[src/rtl/mc_ctrl_pkg.sv]
// rtl/mc_ctrl_pkg.sv - shared encodings for the multi-cycle MIPS controller
package mc_ctrl_pkg;

    // Instruction opcodes (IR[31:26])
    localparam logic [5:0] OP_RTYPE = 6'b000000;
    localparam logic [5:0] OP_LW    = 6'b100011;
    localparam logic [5:0] OP_SW    = 6'b101011;
    localparam logic [5:0] OP_BEQ   = 6'b000100;
    localparam logic [5:0] OP_BNE   = 6'b000101;
    localparam logic [5:0] OP_J     = 6'b000010;
    localparam logic [5:0] OP_ADDI  = 6'b001000;
    localparam logic [5:0] OP_ANDI  = 6'b001100;
    localparam logic [5:0] OP_ORI   = 6'b001101;
    localparam logic [5:0] OP_SLTI  = 6'b001010;

    // R-type function codes (IR[5:0])
    localparam logic [5:0] FN_ADD = 6'b100000;
    localparam logic [5:0] FN_SUB = 6'b100010;
    localparam logic [5:0] FN_AND = 6'b100100;
    localparam logic [5:0] FN_OR  = 6'b100101;
    localparam logic [5:0] FN_SLT = 6'b101010;

    // ALU control codes (zero-extended to the configured width at the port)
    localparam logic [2:0] ALU_ADD = 3'b010;
    localparam logic [2:0] ALU_SUB = 3'b110;
    localparam logic [2:0] ALU_AND = 3'b000;
    localparam logic [2:0] ALU_OR  = 3'b001;
    localparam logic [2:0] ALU_SLT = 3'b111;

    // PC source select
    localparam logic [1:0] PCSRC_ALU    = 2'b00;
    localparam logic [1:0] PCSRC_ALUOUT = 2'b01;
    localparam logic [1:0] PCSRC_JUMP   = 2'b10;

    // ALU operand B select
    localparam logic [1:0] SRCB_RT      = 2'b00;
    localparam logic [1:0] SRCB_FOUR    = 2'b01;
    localparam logic [1:0] SRCB_IMM     = 2'b10;
    localparam logic [1:0] SRCB_IMM_SH2 = 2'b11;

    typedef enum logic [3:0] {
        S_FETCH    = 4'd0,
        S_DECODE   = 4'd1,
        S_MEM_ADDR = 4'd2,
        S_MEM_RD   = 4'd3,
        S_MEM_WB   = 4'd4,
        S_MEM_WR   = 4'd5,
        S_EXEC     = 4'd6,
        S_ALU_WB   = 4'd7,
        S_BRANCH   = 4'd8,
        S_JUMP     = 4'd9,
        S_IMM_EXEC = 4'd10,
        S_IMM_WB   = 4'd11,
        S_FAULT    = 4'd15
    } state_t;

    // ALU operation for the immediate-arithmetic opcodes
    function automatic logic [2:0] imm_alu_code(input logic [5:0] op);
        case (op)
            OP_ANDI: return ALU_AND;
            OP_ORI:  return ALU_OR;
            OP_SLTI: return ALU_SLT;
            default: return ALU_ADD;
        endcase
    endfunction

endpackage

[src/rtl/multicycle_control_if.sv]
// rtl/multicycle_control_if.sv - controller <-> datapath/memory signal bundle
interface multicycle_control_if #(
    parameter int ALUCTL_W = 3
);
    logic [5:0]          opcode;
    logic [5:0]          funct;
    logic                zero;
    logic                mem_ready;
    logic                mem_req;
    logic                mem_we;
    logic                iord;
    logic                ir_write;
    logic                pc_write;
    logic [1:0]          pc_src;
    logic                alu_src_a;
    logic [1:0]          alu_src_b;
    logic [ALUCTL_W-1:0] alu_control;
    logic                reg_dst;
    logic                mem_to_reg;
    logic                reg_write;
    logic                retire;
    logic                illegal;
    logic                fault;
    logic [3:0]          state;

    modport master (
        input  opcode, funct, zero, mem_ready,
        output mem_req, mem_we, iord, ir_write, pc_write, pc_src,
               alu_src_a, alu_src_b, alu_control, reg_dst, mem_to_reg,
               reg_write, retire, illegal, fault, state
    );

    modport slave (
        output opcode, funct, zero, mem_ready,
        input  mem_req, mem_we, iord, ir_write, pc_write, pc_src,
               alu_src_a, alu_src_b, alu_control, reg_dst, mem_to_reg,
               reg_write, retire, illegal, fault, state
    );
endinterface

[src/rtl/mc_alu_decode.sv]
// rtl/mc_alu_decode.sv - R-type funct to ALU control decode with legality flag
module mc_alu_decode
    import mc_ctrl_pkg::*;
(
    input  logic [5:0] i_funct,
    output logic [2:0] o_alu_control,
    output logic       o_legal
);

    // Map funct to ALU op; unknown functs report not-legal and fall back to add
    always_comb begin
        o_alu_control = ALU_ADD;
        o_legal       = 1'b1;
        case (i_funct)
            FN_ADD:  o_alu_control = ALU_ADD;
            FN_SUB:  o_alu_control = ALU_SUB;
            FN_AND:  o_alu_control = ALU_AND;
            FN_OR:   o_alu_control = ALU_OR;
            FN_SLT:  o_alu_control = ALU_SLT;
            default: o_legal       = 1'b0;
        endcase
    end

endmodule

[src/rtl/multicycle_control.sv]
// rtl/multicycle_control.sv - multi-cycle MIPS control FSM; MULTICYCLE_CONTROL_IMM_EN enables immediate ALU ops
module multicycle_control
    import mc_ctrl_pkg::*;
#(
    parameter int ALUCTL_W = 3,
    parameter int WAIT_W   = 4
) (
    input  logic                  clk,
    input  logic                  reset,
    multicycle_control_if.master  bus
);

    // Counter value at which one more unanswered request cycle hits 2^WAIT_W-1
    localparam logic [WAIT_W-1:0] WAIT_LAST = {{(WAIT_W-1){1'b1}}, 1'b0};

    state_t            r_state;
    state_t            w_next;
    logic [WAIT_W-1:0] r_wait;
    logic              r_illegal;
    logic              r_fault;

    logic              w_mem_req;
    logic              w_mem_we;
    logic              w_iord;
    logic              w_ir_write;
    logic              w_pc_write;
    logic [1:0]        w_pc_src;
    logic              w_alu_src_a;
    logic [1:0]        w_alu_src_b;
    logic [2:0]        w_alu;
    logic              w_reg_dst;
    logic              w_mem_to_reg;
    logic              w_reg_write;
    logic              w_retire;
    logic              w_set_illegal;
    logic              w_timeout;
    logic [2:0]        w_fn_alu;
    logic              w_fn_legal;

    mc_alu_decode u_alu_decode (
        .i_funct       (bus.funct),
        .o_alu_control (w_fn_alu),
        .o_legal       (w_fn_legal)
    );

    // State register
    always_ff @(posedge clk) begin
        if (reset) begin
            r_state <= S_FETCH;
        end else begin
            r_state <= w_next;
        end
    end

    // Memory wait counter: counts unanswered request cycles, restarts on every state change
    always_ff @(posedge clk) begin
        if (reset) begin
            r_wait <= '0;
        end else if (w_next != r_state) begin
            r_wait <= '0;
        end else if (w_mem_req && !bus.mem_ready) begin
            r_wait <= r_wait + 1'b1;
        end
    end

    // Sticky error flags, cleared only by reset
    always_ff @(posedge clk) begin
        if (reset) begin
            r_illegal <= 1'b0;
            r_fault   <= 1'b0;
        end else begin
            if (w_set_illegal) r_illegal <= 1'b1;
            if (w_timeout)     r_fault   <= 1'b1;
        end
    end

    // Next-state and control outputs; the timeout overrides whatever the state chose
    always_comb begin
        w_next        = r_state;
        w_mem_req     = 1'b0;
        w_mem_we      = 1'b0;
        w_iord        = 1'b0;
        w_ir_write    = 1'b0;
        w_pc_write    = 1'b0;
        w_pc_src      = PCSRC_ALU;
        w_alu_src_a   = 1'b0;
        w_alu_src_b   = SRCB_RT;
        w_alu         = ALU_ADD;
        w_reg_dst     = 1'b0;
        w_mem_to_reg  = 1'b0;
        w_reg_write   = 1'b0;
        w_retire      = 1'b0;
        w_set_illegal = 1'b0;
        w_timeout     = 1'b0;

        case (r_state)
            S_FETCH: begin
                w_mem_req   = 1'b1;
                w_alu_src_b = SRCB_FOUR;
                if (bus.mem_ready) begin
                    w_ir_write = 1'b1;
                    w_pc_write = 1'b1;
                    w_next     = S_DECODE;
                end
            end
            S_DECODE: begin
                // Branch target is computed speculatively into ALUOut here
                w_alu_src_b = SRCB_IMM_SH2;
                case (bus.opcode)
                    OP_LW, OP_SW:   w_next = S_MEM_ADDR;
                    OP_RTYPE:       w_next = S_EXEC;
                    OP_BEQ, OP_BNE: w_next = S_BRANCH;
                    OP_J:           w_next = S_JUMP;
`ifdef MULTICYCLE_CONTROL_IMM_EN
                    OP_ADDI, OP_ANDI, OP_ORI, OP_SLTI: w_next = S_IMM_EXEC;
`endif
                    default: begin
                        w_set_illegal = 1'b1;
                        w_next        = S_FETCH;
                    end
                endcase
            end
            S_MEM_ADDR: begin
                w_alu_src_a = 1'b1;
                w_alu_src_b = SRCB_IMM;
                w_next      = (bus.opcode == OP_SW) ? S_MEM_WR : S_MEM_RD;
            end
            S_MEM_RD: begin
                w_mem_req = 1'b1;
                w_iord    = 1'b1;
                if (bus.mem_ready) w_next = S_MEM_WB;
            end
            S_MEM_WB: begin
                w_reg_write  = 1'b1;
                w_mem_to_reg = 1'b1;
                w_retire     = 1'b1;
                w_next       = S_FETCH;
            end
            S_MEM_WR: begin
                w_mem_req = 1'b1;
                w_mem_we  = 1'b1;
                w_iord    = 1'b1;
                if (bus.mem_ready) begin
                    w_retire = 1'b1;
                    w_next   = S_FETCH;
                end
            end
            S_EXEC: begin
                w_alu_src_a = 1'b1;
                w_alu       = w_fn_alu;
                if (w_fn_legal) begin
                    w_next = S_ALU_WB;
                end else begin
                    w_set_illegal = 1'b1;
                    w_next        = S_FETCH;
                end
            end
            S_ALU_WB: begin
                w_reg_write = 1'b1;
                w_reg_dst   = 1'b1;
                w_retire    = 1'b1;
                w_next      = S_FETCH;
            end
            S_BRANCH: begin
                w_alu_src_a = 1'b1;
                w_alu       = ALU_SUB;
                w_pc_src    = PCSRC_ALUOUT;
                w_pc_write  = ((bus.opcode == OP_BEQ) &&  bus.zero) ||
                              ((bus.opcode == OP_BNE) && !bus.zero);
                w_retire    = 1'b1;
                w_next      = S_FETCH;
            end
            S_JUMP: begin
                w_pc_src   = PCSRC_JUMP;
                w_pc_write = 1'b1;
                w_retire   = 1'b1;
                w_next     = S_FETCH;
            end
`ifdef MULTICYCLE_CONTROL_IMM_EN
            S_IMM_EXEC: begin
                w_alu_src_a = 1'b1;
                w_alu_src_b = SRCB_IMM;
                w_alu       = imm_alu_code(bus.opcode);
                w_next      = S_IMM_WB;
            end
            S_IMM_WB: begin
                w_reg_write = 1'b1;
                w_retire    = 1'b1;
                w_next      = S_FETCH;
            end
`endif
            S_FAULT: begin
                w_alu = 3'b000;
            end
            default: begin
                w_next = S_FETCH;
            end
        endcase

        // A ready in the limit cycle completes the request instead of faulting
        if (w_mem_req && !bus.mem_ready && (r_wait == WAIT_LAST)) begin
            w_timeout = 1'b1;
            w_next    = S_FAULT;
        end
    end

    // Outputs are held low while reset is high so a pending request drops immediately
    assign bus.mem_req     = !reset && w_mem_req;
    assign bus.mem_we      = !reset && w_mem_we;
    assign bus.iord        = !reset && w_iord;
    assign bus.ir_write    = !reset && w_ir_write;
    assign bus.pc_write    = !reset && w_pc_write;
    assign bus.pc_src      = reset ? 2'b00 : w_pc_src;
    assign bus.alu_src_a   = !reset && w_alu_src_a;
    assign bus.alu_src_b   = reset ? 2'b00 : w_alu_src_b;
    assign bus.alu_control = reset ? '0 : ALUCTL_W'(w_alu);
    assign bus.reg_dst     = !reset && w_reg_dst;
    assign bus.mem_to_reg  = !reset && w_mem_to_reg;
    assign bus.reg_write   = !reset && w_reg_write;
    assign bus.retire      = !reset && w_retire;
    assign bus.illegal     = !reset && r_illegal;
    assign bus.fault       = !reset && r_fault;
    assign bus.state       = reset ? 4'd0 : r_state;

endmodule

[src/flat_wrapper.sv]
// flat-port wrapper written by rule: the top's interface ports become plain ports
module multicycle_control_flat import mc_ctrl_pkg::*;
#(
    parameter int ALUCTL_W = 3,
    parameter int WAIT_W   = 4
)
  (clk, reset, bus_opcode, bus_funct, bus_zero, bus_mem_ready, bus_mem_req, bus_mem_we, bus_iord, bus_ir_write, bus_pc_write, bus_pc_src, bus_alu_src_a, bus_alu_src_b, bus_alu_control, bus_reg_dst, bus_mem_to_reg, bus_reg_write, bus_retire, bus_illegal, bus_fault, bus_state);
  multicycle_control_if #(.ALUCTL_W(ALUCTL_W)) bus_i ();
  input  logic clk;
  input  logic reset;
  input wire logic [$bits(bus_i.opcode)-1:0] bus_opcode;
  input wire logic [$bits(bus_i.funct)-1:0] bus_funct;
  input wire logic [$bits(bus_i.zero)-1:0] bus_zero;
  input wire logic [$bits(bus_i.mem_ready)-1:0] bus_mem_ready;
  output wire logic [$bits(bus_i.mem_req)-1:0] bus_mem_req;
  output wire logic [$bits(bus_i.mem_we)-1:0] bus_mem_we;
  output wire logic [$bits(bus_i.iord)-1:0] bus_iord;
  output wire logic [$bits(bus_i.ir_write)-1:0] bus_ir_write;
  output wire logic [$bits(bus_i.pc_write)-1:0] bus_pc_write;
  output wire logic [$bits(bus_i.pc_src)-1:0] bus_pc_src;
  output wire logic [$bits(bus_i.alu_src_a)-1:0] bus_alu_src_a;
  output wire logic [$bits(bus_i.alu_src_b)-1:0] bus_alu_src_b;
  output wire logic [$bits(bus_i.alu_control)-1:0] bus_alu_control;
  output wire logic [$bits(bus_i.reg_dst)-1:0] bus_reg_dst;
  output wire logic [$bits(bus_i.mem_to_reg)-1:0] bus_mem_to_reg;
  output wire logic [$bits(bus_i.reg_write)-1:0] bus_reg_write;
  output wire logic [$bits(bus_i.retire)-1:0] bus_retire;
  output wire logic [$bits(bus_i.illegal)-1:0] bus_illegal;
  output wire logic [$bits(bus_i.fault)-1:0] bus_fault;
  output wire logic [$bits(bus_i.state)-1:0] bus_state;
  assign bus_i.opcode = bus_opcode;
  assign bus_i.funct = bus_funct;
  assign bus_i.zero = bus_zero;
  assign bus_i.mem_ready = bus_mem_ready;
  assign bus_mem_req = bus_i.mem_req;
  assign bus_mem_we = bus_i.mem_we;
  assign bus_iord = bus_i.iord;
  assign bus_ir_write = bus_i.ir_write;
  assign bus_pc_write = bus_i.pc_write;
  assign bus_pc_src = bus_i.pc_src;
  assign bus_alu_src_a = bus_i.alu_src_a;
  assign bus_alu_src_b = bus_i.alu_src_b;
  assign bus_alu_control = bus_i.alu_control;
  assign bus_reg_dst = bus_i.reg_dst;
  assign bus_mem_to_reg = bus_i.mem_to_reg;
  assign bus_reg_write = bus_i.reg_write;
  assign bus_retire = bus_i.retire;
  assign bus_illegal = bus_i.illegal;
  assign bus_fault = bus_i.fault;
  assign bus_state = bus_i.state;
  multicycle_control #(.ALUCTL_W(ALUCTL_W), .WAIT_W(WAIT_W)) u_core (.clk(clk), .reset(reset), .bus(bus_i));
endmodule
[config.mk]
export PLATFORM = sky130hd
export DESIGN_NAME = multicycle_control_flat
export DESIGN_NICKNAME = d
export VERILOG_FILES = /design/src/rtl/mc_ctrl_pkg.sv /design/src/rtl/multicycle_control_if.sv /design/src/rtl/mc_alu_decode.sv /design/src/rtl/multicycle_control.sv /design/src/flat_wrapper.sv
export SDC_FILE = /design/constraint.sdc
export NUM_CORES = 1
export LEC_CHECK = 0
export ABC_AREA = 1
export CORE_ASPECT_RATIO = 1.1
export CORE_MARGIN = 2
export CORE_UTILIZATION = 39
export CTS_CLUSTER_SIZE = 20
export DETAILED_ROUTE_END_ITERATION = 8
export HOLD_SLACK_MARGIN = 0.12
export PLACE_DENSITY = 0.75
export SYNTH_ARGS = -nofsm -noshare
export SYNTH_HDL_FRONTEND = slang
export SYNTH_SLANG_ARGS = --single-unit
[constraint.sdc]
create_clock -name clk -period 1.45 [get_ports clk]
set_input_delay 0.3625 -clock clk [delete_from_list [all_inputs] [get_ports clk]]
set_output_delay 0.3625 -clock clk [all_outputs]
set_load 0.02 [all_outputs]
; Word-level counts from Yosys, hierarchy flattened
; Cells that the tools add are included.
[op_classes]
add_sub_neg = 1
n_eq_ne = 22
mux = 32
reduce_logical = 32
[op_table]
columns = cell, n
row1 = == test 6 bit (second input constant), 7
row2 = case mux 4 bit (7 select lines), 1
row3 = two-way mux 4 bit, 5
row4 = == test 4 x 3 -> 1 bit (second input constant), 4
row5 = == test 4 bit (second input constant), 4
row6 = logical AND 1 bit, 16
row7 = case mux 4 bit (4 select lines), 1
row8 = two-way mux 1 bit, 13
row9 = == test 6 x 3 -> 1 bit (second input constant), 2
row10 = case mux 3 bit (4 select lines), 1
row11 = OR reduction 2 bit, 5
row12 = two-way mux 3 bit, 3
row13 = case mux 3 bit (3 select lines), 1
row14 = == test 4 x 2 -> 1 bit (second input constant), 2
row15 = == test 6 x 2 -> 1 bit (second input constant), 1
row16 = zero test 6 bit, 1
row17 = case mux 2 bit (3 select lines), 1
row18 = OR reduction 3 bit, 2
row19 = OR reduction 6 bit, 1
row20 = OR reduction 5 bit, 1
row21 = adder 4 x 1 -> 4 bit (second input constant), 1
row22 = == test 4 x 1 -> 1 bit (second input constant), 1
row23 = zero test 4 bit, 1
row24 = two-way mux 2 bit, 2
row25 = 7 further kinds, 10
[totals]
register_bits = 10
in_bits = 16
out_inout_bits = 23
wordCells = 91

; Longest topological paths before layout
[logic_depth]
depth_word = 8
depth_mapped = 13
ltp_nobuf = 13

; Cells and area by module
; Synthesis repeated with hierarchy kept, for this count alone.
[hier_totals]
hier_cells = 216
hier_area_um2 = 1198.6
[by_module_without_submodules]
columns = module, n_inst, cells_each, area_each_um2, seq_area_each_um2
row1 = multicycle_control, 1, 188, 1079.8, 200.2
row2 = mc_alu_decode, 1, 28, 118.9, 0.0

; Least setup slack after synthesis
; OpenSTA, ideal clock, no wires.
[synth_path]
kind = register to output
start = register u_core.r_state[3]
end = output bus_alu_control[0]
arrival_time_ps = 1294
t_required_ps = 1087
slack_ps = -207
path_stages_with_launch = 6
path_buffers = 0
path_cell_list = dfxtp_1 -> inv_1 -> nand2_1 -> nor2_2 -> inv_1 -> a211oi_1
[synth_via]
elab_chain_len = 3
word_cells_on_any_way = 5
classes_between = eq/ne: 3 / mux: 2
[synth_rtl]
columns = element, line_no
row1 = start: declaration, multicycle_control.sv:16  ; state_t r_state;
row2 = start signal: assignment, multicycle_control.sv:51  ; r_state <= w_next;
row3 = == test 4 bit or == test 4 x 3 -> 1 bit (tied branches), multicycle_control.sv:96  ; case (r_state)
row4 = case mux 3 bit (3 select lines) *, multicycle_control.sv:96
row5 = two-way mux 3 bit *, multicycle_control.sv:216  ; assign bus.alu_control = reset ? '0 : ALUCTL_W'(w_alu);
row6 = end: declaration, flat_wrapper.sv:23  ; output wire logic [$bits(bus_i.alu_control)-1:0] bus_alu_control;
; Mark *: on every way between the ends. The rest lies on a longest branch, timed or not.

; Final worst setup path
[layout_path]
start = register u_core.r_state[0]
end = register u_core.r_wait[2]
[layout_via]
elab_chain_len = 8
word_cells_on_any_way = 18
classes_between = eq/ne: 7 / mux: 6 / reduce/logical: 5
[layout_rtl]
columns = element, line_no
row1 = "== test 4 x 2 -> 1 bit, or another cell as far along", multicycle_control.sv:96
row2 = OR reduction 3 bit (no source line), --
row3 = two-way mux 1 bit, multicycle_control.sv:96
row4 = logical AND 1 bit, "multicycle_control.sv:61, multicycle_control.sv:201"
row5 = logical AND 1 bit, multicycle_control.sv:201  ; if (w_mem_req && !bus.mem_ready && (r_wait == WAIT_LAST)) begin
row6 = two-way mux 4 bit, multicycle_control.sv:201
row7 = != test 4 bit, multicycle_control.sv:59  ; end else if (w_next != r_state) begin
row8 = OR reduction 2 bit (no source line), --
row9 = end signal: assignment, multicycle_control.sv:62  ; r_wait <= r_wait + 1'b1;
row10 = end: declaration, multicycle_control.sv:18  ; logic [WAIT_W-1:0] r_wait;
; Parallel ways exist; a longest one is shown, timed or not.
; A chain may end at the register's enable or synchronous reset.

==> results.yml <==
setup_path:
  crit_path_max_fanout: 6
  rr_startpoint: "u_core.r_state[0]"
  reg2reg_slack_ns: -0.55
  endpoint_kind: "flop"
  criticalPathCategory: "reg -> reg"
  reg2regPathDepth: 13
  reg2reg_to: "u_core.r_wait[2]"
  required_ns: 1.64
  crit_arrival_ns: 2.20
  startpoint_type: "flop"
sta:
  setup_violations: 28
  timing.hold.ws_ns: 0.490
  clock_skew_ns: 0.00353
  slew_headroom: 0.717
  slew_viol_final: 0
  rsz0062_at_grt: "yes"
  setup_ws_ns: -0.555
  period_needed_ns: 2.00
  max_freq_ghz: 0.499
  worstMarginPinSlew_ns: 0.423
  fin_crit_sh: 1.38
  timing_hold_violations_final: 0
yosys:
  ys_ff_latch: 10
  seq_area_frac_synth: 0.194
  yosys_warnings: 0
  synth_nets: 207
  netlist_area_mm2: 0.00103
  syn_area_per_cell_um2: 5.45
  synth.distinct_cells: 26
  synthCells: 189
grt:
  grt_pass1_wl_mm: 8.38
  grt_overflow: 0
  grt_pass1_vias: 1819
  grtUsageTotal: 0.370
  antenna_found_initial: 0
  grt_max_degree: 14
worst_hold_path:
  hold_path_class: "reg -> reg"
  holdPathStages: 2
  whs_endpoint: "u_core.r_illegal"
  hp-start: "u_core.r_illegal"
clock_tree:
  cts.sinks: 10
  htreeDepth: 1
  root_buffer: "clkbuf_4"
  clkTransAtPathRegs_ns: 0.07
  cts_tree: "yes"
  cts_buffers: 3
  cts_max_path_buffers: 2
  clock_latency_ns: 0.28
  postCtsHoldBufs: 0
run_status:
  violations: "negative setup slack"
  outcome: "finished with violations"
cells_and_area:
  post-route-util: 0.933
  area_delta_synth_final_pct: 126
  antennaDiodeCount: 0
  design_area_mm2: 0.00233
  nNetsFinal: 312
  drive_gt1_frac: 0.647
  final_cells: 323
floorplan:
  boundaryPins: 39
  rows: 19
  die_y_um: 57.9
  die_area_mm2: 0.00307
  start_util: 0.413
  core-area_mm2: 0.00250
  die_w_um: 53.0
placed_design:
  place_hpwl_mm: 3.07
  postPlaceCellArea_mm2: 0.00186
  place.gp.congestion: 0.873
  placed_cells: 302
  io_buffer_count: 38
route:
  wl_per_cell_um: 20.5
  vias: 1920
  post-route-drc-count: 0
  antenna_left: 0
  wl_mm: 6.63
  viasPerCell: 5.94
  initialDrtViolationCount: 112
  firstDrtPassIters: 5
job:
  cap_violations: 0
pwr:
  irDropWorstVdd_mv: 0.616
  p_leak_nw: 1.14
  p_per_area_mw_per_mm2: 375
  report.power.total_uw: 873
## through the flow
step | worst slack (ns) | TNS (ns)
after CTS | -0.352 | -5.85
after floorplan | -0.0368 | -0.0368
after detailed placement | -1.10 | -22.95
final | -0.555 | -9.17
after global placement | -0.974 | -21.30
after global routing | -0.611 | -10.46
## worst max path at each step
stage                      start                  to  slack [ns]  cells after the start
2_1_floorplan  u_core.r_state[3]        bus_pc_write       -0.04                      6
3_5_place_dp        bus_funct[1]  bus_alu_control[1]       -1.10                      8
3_3_place_gp        bus_funct[1]  bus_alu_control[1]       -0.97                      8
4_1_cts        u_core.r_state[3]       bus_alu_src_a       -0.35                      8
5_1_grt        u_core.r_state[1]    u_core.r_wait[2]       -0.61                     14
6_report       u_core.r_state[0]    u_core.r_wait[2]       -0.55                     13
## metal layers
layer	part of all wire	vias to the layer above	GRT usage
met5	0	-	0
met4	0.063	0	0.150
met3	0.090	52	0.0851
met2	0.49	149	0.670
met1	0.36	906	0.406
li1	-	813	-
## sequential cells by signal, indices dropped and copies added, names as in the netlist
register and cells:
u_core.r_illegal 1, u_core.r_fault 1, u_core.r_wait 4, u_core.r_state 4
## cell usage in the layout, fill, tap and decap left out, types with 2 or more instances in the layout
master,count
nor2_1,21
nor2_4,16
a31oi_2,2
dfxtp_1,5
nor3_2,3
nand3_4,2
nand2_4,3
buf_4,69
nand3_2,6
nor2_2,14
a21oi_1,3
inv_2,8
o21ai_2,2
buf_6,17
xor2_1,2
dfxtp_4,4
a21oi_2,4
nand3_1,11
nor3_4,3
dlygate4sd2_1,6
nand2_1,20
ha_1,2
clkinv_2,2
clkbuf_4,3
xnor2_1,2
clkdlybuf4s15_1,3
nand2_2,13
o21ai_1,2
inv_4,5
clkbuf_2,4
nand4_1,6
inv_1,17
## where the power goes
group          internal [mW]  switching [mW]
Combinational          0.173           0.216
Sequential             0.277         0.00768
Clock                 0.0964           0.103
Total                  0.546           0.327
## critical path: stages (launching register included)
cell	delay [ns]
dfxtp_4	0.39
inv_2	0.05
buf_4	0.15
nor2_4	0.13
nand2_2	0.10
buf_4	0.15
nand3_2	0.09
nand3_4	0.13
buf_4	0.16
nand4_1	0.11
nand2_1	0.09
nor2_2	0.12
nand2_2	0.08
nor2_1	0.15
## cells in the mapped netlist, drive strengths merged
master | instances | share of area
nor2 | 51 | 0.19
nand2 | 36 | 0.14
inv | 31 | 0.11
nand3 | 19 | 0.11
dfxtp | 10 | 0.19
a21oi | 7 | 0.034
nand4 | 6 | 0.036
nor3 | 6 | 0.034
a31oi | 4 | 0.024
o21ai | 4 | 0.019
a211oi | 2 | 0.015
buf | 2 | 0.0073
clkinv | 2 | 0.0073
ha | 2 | 0.024
xnor2 | 2 | 0.017
xor2 | 2 | 0.017
and3 | 1 | 0.0061
clkbuf | 1 | 0.0036
nor4 | 1 | 0.0061
## what timing repair did
| item | 4_1_cts | 5_1_grt |
|---|---|---|
| pin swaps | 23 | 17 |
| gates resized for setup | 213 | 54 |
| cloned | 1 | 0 |
| buffers inserted | 8 | 10 |
| endpoints found under the setup margin | 33 | 30 |
## kinds of logic after synthesis
family | synth area share
compound gates | 0.0923
fa+ha+maj | 0.0243
simple gates | 0.524
xor+xnor | 0.0340
flops | 0.194
buf+inv | 0.131
## area by class of cell
cell class | instances | area, um2
timing repair buffer | 103 | 876
multi-input combinational | 143 | 1030
inverter | 33 | 144
fill | 84 | 166
tap | 31 | 38.8
sequential | 10 | 216
clock buffer | 3 | 22.5
Note: power is estimated with default switching activity, not from simulation.
